### config.mk
export PLATFORM = sky130hd
export DESIGN_NAME = mux_arbiter
export DESIGN_NICKNAME = d
export VERILOG_FILES = /design/src/rtl/mux_arbiter_pkg.sv /design/src/rtl/mux.sv /design/src/rtl/mux_arbiter.sv
export VERILOG_INCLUDE_DIRS = /design/src /design/src/rtl
export SDC_FILE = /design/constraint.sdc
export NUM_CORES = 1
export LEC_CHECK = 0
export CAP_MARGIN = 25
export CORE_AREA = 2 2 39 41
export DETAILED_ROUTE_END_ITERATION = 7
export DIE_AREA = 0 0 41 43
export HOLD_SLACK_MARGIN = 0.1
export SYNTH_ARGS = -nofsm -noshare
export SYNTH_HDL_FRONTEND = slang
export SYNTH_SLANG_ARGS = --single-unit
### constraint.sdc
create_clock -name clk -period 2.4 [get_ports clk]
set_clock_uncertainty 0.1 [all_clocks]
set_input_delay 0.72 -clock clk [delete_from_list [all_inputs] [get_ports clk]]
set_output_delay 0.72 -clock clk [all_outputs]
set_load 0.005 [all_outputs]
### src/rtl/mux_arb_defs.vh
// mux_arb_defs.vh
// Shared constants for the mux_arbiter block: FSM state encodings and the
// default hold limit. Included by mux_arbiter_pkg so that every file that
// imports the package sees one consistent set of values.
`ifndef MUX_ARB_DEFS_VH
`define MUX_ARB_DEFS_VH

`define MUX_ARB_IDLE     2'd0
`define MUX_ARB_GRANT1   2'd1
`define MUX_ARB_GRANT2   2'd2
`define MUX_ARB_MAX_HOLD 4

`endif

### src/rtl/mux_arbiter_pkg.sv
// mux_arbiter_pkg
// Types and constants shared by the mux_arbiter slice.
//   arb_state_t      : arbiter FSM state (IDLE / GRANT1 / GRANT2)
//   MAX_HOLD_DEFAULT : default consecutive-grant limit
//   WINNER_REQ1/2    : encoding of the 1-bit last-winner register
//   HOLD_SAT         : saturation value of the 4-bit hold counter
`include "mux_arb_defs.vh"

package mux_arbiter_pkg;

    typedef enum logic [1:0] {
        IDLE   = `MUX_ARB_IDLE,
        GRANT1 = `MUX_ARB_GRANT1,
        GRANT2 = `MUX_ARB_GRANT2
    } arb_state_t;

    localparam int         MAX_HOLD_DEFAULT = `MUX_ARB_MAX_HOLD;
    localparam logic       WINNER_REQ1      = 1'b0;
    localparam logic       WINNER_REQ2      = 1'b1;
    localparam logic [3:0] HOLD_SAT         = 4'd15;

    // Choice made from IDLE: a lone requester wins outright; on a tie the
    // requester that did not win last time goes first.
    function automatic arb_state_t pick_from_idle(input logic r1,
                                                  input logic r2,
                                                  input logic last_winner);
        arb_state_t s;
        s = IDLE;
        if (r1 && r2) begin
            s = (last_winner == WINNER_REQ2) ? GRANT1 : GRANT2;
        end else if (r1) begin
            s = GRANT1;
        end else if (r2) begin
            s = GRANT2;
        end
        return s;
    endfunction

endpackage

### src/rtl/mux.sv
// mux
// Plain 2-bit 2:1 multiplexer.
// Ports:
//   enable : select, 0 = in0, 1 = in1
//   in0    : data input 0
//   in1    : data input 1
//   y      : selected data
module mux (
    input  logic       enable,
    input  logic [1:0] in0,
    input  logic [1:0] in1,
    output logic [1:0] y
);

    assign y = enable ? in1 : in0;

endmodule

### src/rtl/mux_arbiter.sv
// mux_arbiter
// Two-requester arbiter that owns a shared 2-bit output path. A 3-state FSM
// hands the path to one requester at a time, alternating on contention, and
// the granted requester's data is registered onto out one cycle later.
//
// Configuration macro: MUX_ARB_TIMEOUT_EN
//   defined   : a 4-bit hold counter limits a grant to MAX_HOLD cycles
//   undefined : grants last as long as they are requested, no counter
//
// Ports:
//   clk       : clock, rising edge
//   resetn    : synchronous active-low reset
//   req1/req2 : requests from requester 1 / 2
//   in1/in2   : 2-bit data from requester 1 / 2
//   gnt1/gnt2 : requester owns the path this cycle
//   sel       : mux select (0 = in1, 1 = in2), held while idle
//   out       : registered shared data
//   out_valid : out carries data granted in the previous cycle
module mux_arbiter
    import mux_arbiter_pkg::*;
#(
    parameter int MAX_HOLD = MAX_HOLD_DEFAULT
) (
    input  logic       clk,
    input  logic       resetn,
    input  logic       req1,
    input  logic       req2,
    input  logic [1:0] in1,
    input  logic [1:0] in2,
    output logic       gnt1,
    output logic       gnt2,
    output logic       sel,
    output logic [1:0] out,
    output logic       out_valid
);

    if (MAX_HOLD < 1 || MAX_HOLD > 15) begin : g_bad_max_hold
        $error("mux_arbiter: MAX_HOLD must be in 1..15");
    end

    arb_state_t state;
    arb_state_t next_state;
    logic       last_winner;
    logic       sel_hold;
    logic       granted;
    logic       timeout;
    logic [1:0] mux_y;

`ifdef MUX_ARB_TIMEOUT_EN
    localparam logic [3:0] HOLD_LIMIT = 4'(MAX_HOLD - 1);

    logic [3:0] hold_cnt;

    // Hold counter restarts whenever the FSM changes state (so it is 0 in
    // the first cycle of every grant), counts granted cycles and saturates.
    always_ff @(posedge clk) begin
        if (!resetn) begin
            hold_cnt <= 4'd0;
        end else if (next_state != state) begin
            hold_cnt <= 4'd0;
        end else if (granted && (hold_cnt != HOLD_SAT)) begin
            hold_cnt <= hold_cnt + 4'd1;
        end
    end

    // Raised in the last allowed cycle so the handover happens on the
    // following edge, giving exactly MAX_HOLD granted cycles.
    assign timeout = granted && (hold_cnt == HOLD_LIMIT);
`else
    assign timeout = 1'b0;
`endif

    // Next-state logic. Releasing or timing out hands the path straight to
    // the other requester if it is waiting, otherwise falls back to IDLE.
    always_comb begin
        next_state = state;
        case (state)
            IDLE: begin
                next_state = pick_from_idle(req1, req2, last_winner);
            end
            GRANT1: begin
                if (!req1 || timeout) begin
                    next_state = req2 ? GRANT2 : IDLE;
                end
            end
            GRANT2: begin
                if (!req2 || timeout) begin
                    next_state = req1 ? GRANT1 : IDLE;
                end
            end
            default: begin
                next_state = IDLE;
            end
        endcase
    end

    // Outputs decode the registered state only; sel follows gnt2 while a
    // grant is active and otherwise keeps whatever it last was.
    always_comb begin
        gnt1    = 1'b0;
        gnt2    = 1'b0;
        sel     = sel_hold;
        granted = 1'b0;
        case (state)
            GRANT1: begin
                gnt1    = 1'b1;
                sel     = 1'b0;
                granted = 1'b1;
            end
            GRANT2: begin
                gnt2    = 1'b1;
                sel     = 1'b1;
                granted = 1'b1;
            end
            default: begin
                gnt1    = 1'b0;
            end
        endcase
    end

    mux u_mux (
        .enable (sel),
        .in0    (in1),
        .in1    (in2),
        .y      (mux_y)
    );

    // State, fairness memory and the registered data path. out_valid is the
    // grant flag one cycle late, matching the cycle in which out is loaded.
    always_ff @(posedge clk) begin
        if (!resetn) begin
            state       <= IDLE;
            last_winner <= WINNER_REQ2;
            sel_hold    <= 1'b0;
            out         <= 2'b00;
            out_valid   <= 1'b0;
        end else begin
            state     <= next_state;
            sel_hold  <= sel;
            out_valid <= granted;
            if (next_state == GRANT1) begin
                last_winner <= WINNER_REQ1;
            end else if (next_state == GRANT2) begin
                last_winner <= WINNER_REQ2;
            end
            if (granted) begin
                out <= mux_y;
            end
        end
    end

endmodule
# Word level (Yosys, flattened, before mapping)

Index checks and enable logic that the tools add are counted.

Reduce and logical (&&, ||, !) cells: 4
Equality and inequality tests: 4
Mux-type cells: 15

Operator list:

| kind                 | count |
|---|---|
| $mux W2              | 7 |
| $mux W1              | 6 |
| $pmux W2 S3          | 1 |
| $eq A2 B1 Y1 const B | 2 |
| $eq A2 B2 Y1 const B | 2 |
| $logic_not A2 Y1     | 1 |
| $pmux W1 S2          | 1 |
| $reduce_bool A2 Y1   | 1 |
| $reduce_or A2 Y1     | 1 |
| $logic_and A1 B1 Y1  | 1 |

Logic and storage cells: 28
Input port bits: 8
Bits in registers: 7

# Depth between registers and ports, before layout

Word-level depth: 7
Gate-level depth with buffers: 9
Mapped depth without buffers: 9

# Modules after synthesis

Synthesis repeated with hierarchy kept, for this count alone.

Cell total of the unflattened synthesis: 41
Area total of the unflattened synthesis: 424.2 µm²

By module, submodules not included:

| module      | cells an instance | seq. area each (µm²) | area each (µm²) | times used |
|---|---|---|---|---|
| mux_arbiter | 39                | 140.1                | 401.6           | 1 |
| mux         | 2                 | 0.0                  | 22.5            | 1 |

# Worst setup path after synthesis

OpenSTA, ideal clock, no wires.

Kind: input to register
Start point: input port req2
End point: register last_winner
Library setup time: 0.115 ns
Path buffers: 0
Setup slack: 0.353 ns
Required time: 2.185 ns
Data arrival time: 1.832 ns
Stages on the path: 6
Cells stage by stage: mux2_2 -> a221oi_2 -> nor2_1 -> ha_1 -> mux2i_1 -> nand2_1

RTL lines:

| what                                          | line                                   | text |
|---|---|---|
| start, declared                               | mux_arbiter.sv:27                      | `input logic req2,` |
| $logic_and A1 B1 Y1                           | mux_arbiter_pkg.sv:29                  | `if (r1 && r2) begin` |
| $mux W2                                       | mux_arbiter_pkg.sv:29                  |  |
| $pmux W2 S3 (*)                               | mux_arbiter.sv:77                      | `case (state)` |
| named net next_state[0]                       | mux_arbiter.sv:42                      | `arb_state_t next_state;` |
| $eq A2 B1 Y1 or $eq A2 B2 Y1 (tied branches)  | mux_arbiter.sv:141, mux_arbiter.sv:143 |  |
| $mux W1 or $reduce_bool A2 Y1 (tied branches) | --                                     |  |
| end signal, assigned                          | mux_arbiter.sv:133                     | `last_winner <= WINNER_REQ2;` |
| end signal, assigned                          | mux_arbiter.sv:142                     | `last_winner <= WINNER_REQ1;` |
| end signal, assigned                          | mux_arbiter.sv:144                     | `last_winner <= WINNER_REQ2;` |
| end, declared                                 | mux_arbiter.sv:43                      | `logic last_winner;` |

Mark *: on every way through the listed nets, which the timed path passes. The rest lies on a longest branch.
A chain may end at the register's enable or synchronous reset.

# Final worst setup path

Start point: register state[1]
End point: output port sel

Word-level cells in the longest chain between the ends: 2

Ends and longest elaborated chain:

| what                                         | line               | text |
|---|---|---|
| start, declared                              | mux_arbiter.sv:41  | `arb_state_t state;` |
| start signal, assigned                       | mux_arbiter.sv:138 | `state <= next_state;` |
| $eq A2 B2 Y1 or $eq A2 B1 Y1 (tied branches) | mux_arbiter.sv:104 | `case (state)` |
| $pmux W1 S2 (*)                              | mux_arbiter.sv:104 |  |
| end, declared                                | mux_arbiter.sv:32  | `output logic sel,` |

Mark *: on every way between the ends. The rest lies on a longest branch, timed or not.

==> impl_results.md <==
- CTS buffer count: 3
- Syn_area_per_cell: 9.73 µm²
- Largest net degree at the start of global routing: 7
- Synthesized netlist cell count: between 40 and 50
- H-Tree Depth: 1
- Required @ worst endpoint: 1580 ps
- Peak supply drop: 0.254 mV
- CTS Buffer Depth: 2
- PortBufs: 13
- Synthesized flop and latch total: 7
- GRT Total Usage: a little under an eighth
- # fillers: roughly 140
- Worst slew pin tran: ~220 ps
- Vias per inst: ~4.6
- Post-Synth XOR/XNOR Area: 0%
- Via Count: roughly 370
- CP endpoint kind: output pin
- Max_slew headroom: between 80% and 90%
- CP arrival: around 1500 ps
- Initial DRC count: 4
- Static leakage: roughly 0.30 nW
- Non-Filler Instances: 80
- Fin crit share: between 90% and 100%
- Worst Hold Path Cells: 1
- Clock transition at path regs: ~60 ps
- Area of the mapped netlist: 399 µm²
- Critical R2R Launch: state[0]
- Crit Path Max Fanout: 2
- Area grow syn2layout: 59.6%
- Die span in x: 41 µm
- Reg-to-reg critical path endpoint: last_winner
- Origin of the worst setup path: state[1]
- Initial antenna violation count: 0
- Placed insts: 76
- Starting Density: roughly 29%
- Number of global-route vias before repair: between 300 and 400
- Cell row count: 14
- Skew-Pair Late Insertion Delay: around 260 ps
- Compound-cell area share of the yosys netlist: ~14%
- Pwr/cell area: around 570 nW/µm²
- Final period demand of the worst path: 2350 ps
- Post-synthesis cell type count: 17
- Nature of the critical path startpoint: flop
- Final HPWL DP: roughly 650 µm
- R2r setup slk: around 290 ps
- Die Y: 43 µm
- Postcts setup bufs: 0
- HP Class: reg -> reg
- Aggregate global routing overflow: 0
- Length in cells of the worst reg-to-reg path: 8
- CTS tree: yes
- First-pass GRT wire length: 1.34 mm
- DR pass1 iterations: 4
- Ys Warns: 0
- Final net count: around 80
- WL/cell: ~10 µm
- # hold bufs at CTS: 0
- CTS resizes: 1
- Final Hold Fails: 0
- # setup viols final: 0
- Sequential area share after synthesis: 35.1%
- RSZ-0062 raised after global routing: true
- Root buffer cell: clkbuf_4
- Post-Synth Simple-Gate Area: 17.9%
- Achievable Freq: 426 MHz
- Status: finished clean
- Die Footprint: ~1800 µm²
- Design Power: approximately 0.36 mW
- Crit path kind: reg -> out
- Net Count, Synth: 54
- Drt total wl: about 810 µm
- Layout cell share with drive strength beyond 1: between 20% and 30%
- Core box area: ~1400 µm²
- # IOs: 14
- Slew Limit Fails: 0
- Max_cap viols: 0
- Placer Congestion: between 0.6 and 0.7
- Mux cell area share after synthesis: a little over an eighth
- Adder-cell share of the synthesized area: 15.7%
- Total clock sinks: 7
- Antenna Nets Post-Route: 0
- Main combinational cell family by area after synthesis: simple AND/OR/NAND/NOR gates
- Hold path start: out[0]
- Remaining DRCs: 0
- Multi-input logic area: about 260 µm²
- Worst hold endpoint: out[0]
- Reg area: around 140 µm²
- N_diodes: 0
-- flip-flops by register name, summed over array words and instances (netlist names) --
| signal | flops |
|---|---|
| out | 2 |
| last_winner | 1 |
| state | 2 |
| out_valid | 1 |
| sel_hold | 1 |
-- how the worst max path moves through the flow --
stage / endpoint / slack (ps) / depth (start not counted)
2_1_floorplan: last_winner / 350 / 6
3_3_place_gp: last_winner / -180 / 7
3_5_place_dp: last_winner / -220 / 7
4_1_cts: sel / 8 / 4
5_1_grt: gnt2 / -2 / 4
6_report: sel / 50 / 4
-- power by group --
group	total, mW	leakage [nW]	switching (mW)	internal, mW
clock network	0.109	0.0177	0.0483	0.0611
logic	0.119	0.220	0.0453	0.0739
registers	0.135	0.0575	0.00612	0.129
-- through the flow --
| stage | hold slack (ps) | setup slack (ps) | setup TNS, ps | utilization (%) | cell area, µm² |
|---|---|---|---|---|---|
| final | 385 | 54.2 | 0 | 46.0 | 637 |
| after global routing | 412 | -2.09 | -2.09 | 46.0 | 637 |
| after CTS | 394 | 7.62 | 0 | 44.8 | 621 |
| after detailed placement | 373 | -221 | -221 | 42.9 | 594 |
| after global placement | 376 | -182 | -182 | 42.9 | 594 |
| after floorplan | 358 | 353 | 0 | - | 399 |
-- synth_stat cells (all sizes together) --
cell type / n / area [µm²]
mux2: 2 / 22.5
dfxtp: 7 / 140
mux2i: 3 / 30.0
nor2: 3 / 11.3
and3: 1 / 6.26
o221a: 1 / 11.3
o211a: 2 / 20.0
o21ai: 1 / 5.00
a221oi: 1 / 15.0
and2: 3 / 18.8
nand2b: 2 / 12.5
inv: 4 / 15.0
nand2: 3 / 11.3
a31oi: 1 / 6.26
or3: 1 / 6.26
ha: 5 / 62.6
nor3: 1 / 5.00
-- cells in the final DEF, fill, tap and decap left out --
cell	netlist	layout
dfxtp_1	7	7
clkbuf_4	0	3
clkdlybuf4s50_1	0	12
or3_1	1	1
o221a_2	1	1
clkinv_2	0	1
dlygate4sd2_1	0	1
nand2b_1	2	2
nor3_1	1	1
ha_1	5	4
buf_4	0	5
ha_4	0	1
a221oi_2	1	1
inv_1	4	3
and3_1	1	1
buf_6	0	1
and2_1	3	3
mux2_2	2	2
nand2_1	3	3
a31oi_1	1	1
o21ai_1	1	1
inv_2	0	1
mux2i_1	3	3
nor2_1	3	3
o211a_1	2	2
-- cell families (layout without fill, tap and decap cells) --
kind of cell | Yosys count | in the layout
AOI/OAI and AO/OA | 6 | 6
adders and majority gates | 5 | 5
buffers and inverters | 4 | 27
DFF | 7 | 7
muxes | 5 | 5
and+or+nand+nor | 14 | 14
-- critical path: stages, from the launching register on --
cell	delay [ps]
dfxtp_1	320
inv_1	80
ha_4	270
mux2_2	330
dlygate4sd2_1	260
-- layout make-up --
| class | count | share of cell area [%] |
|---|---|---|
| multi-input cells | 30 | 40.3 |
| repair buffers | 19 | 27.9 |
| flip-flops and latches | 7 | 22.0 |
| clock buffers | 3 | 3.54 |
| well taps | 16 | 3.14 |
| inverters | 4 | 2.36 |
| clock inverters | 1 | 0.786 |
-- layer usage --
metal	part of all wire, %	vias to the layer above	GRT usage [%]
li1	-	187	-
met2	41	16	17.2
met3	8.8	3	1.57
met4	4.0	0	12.0
met1	46	161	13.0
met5	0	-	0
Power figures use the tool's default switching activity.
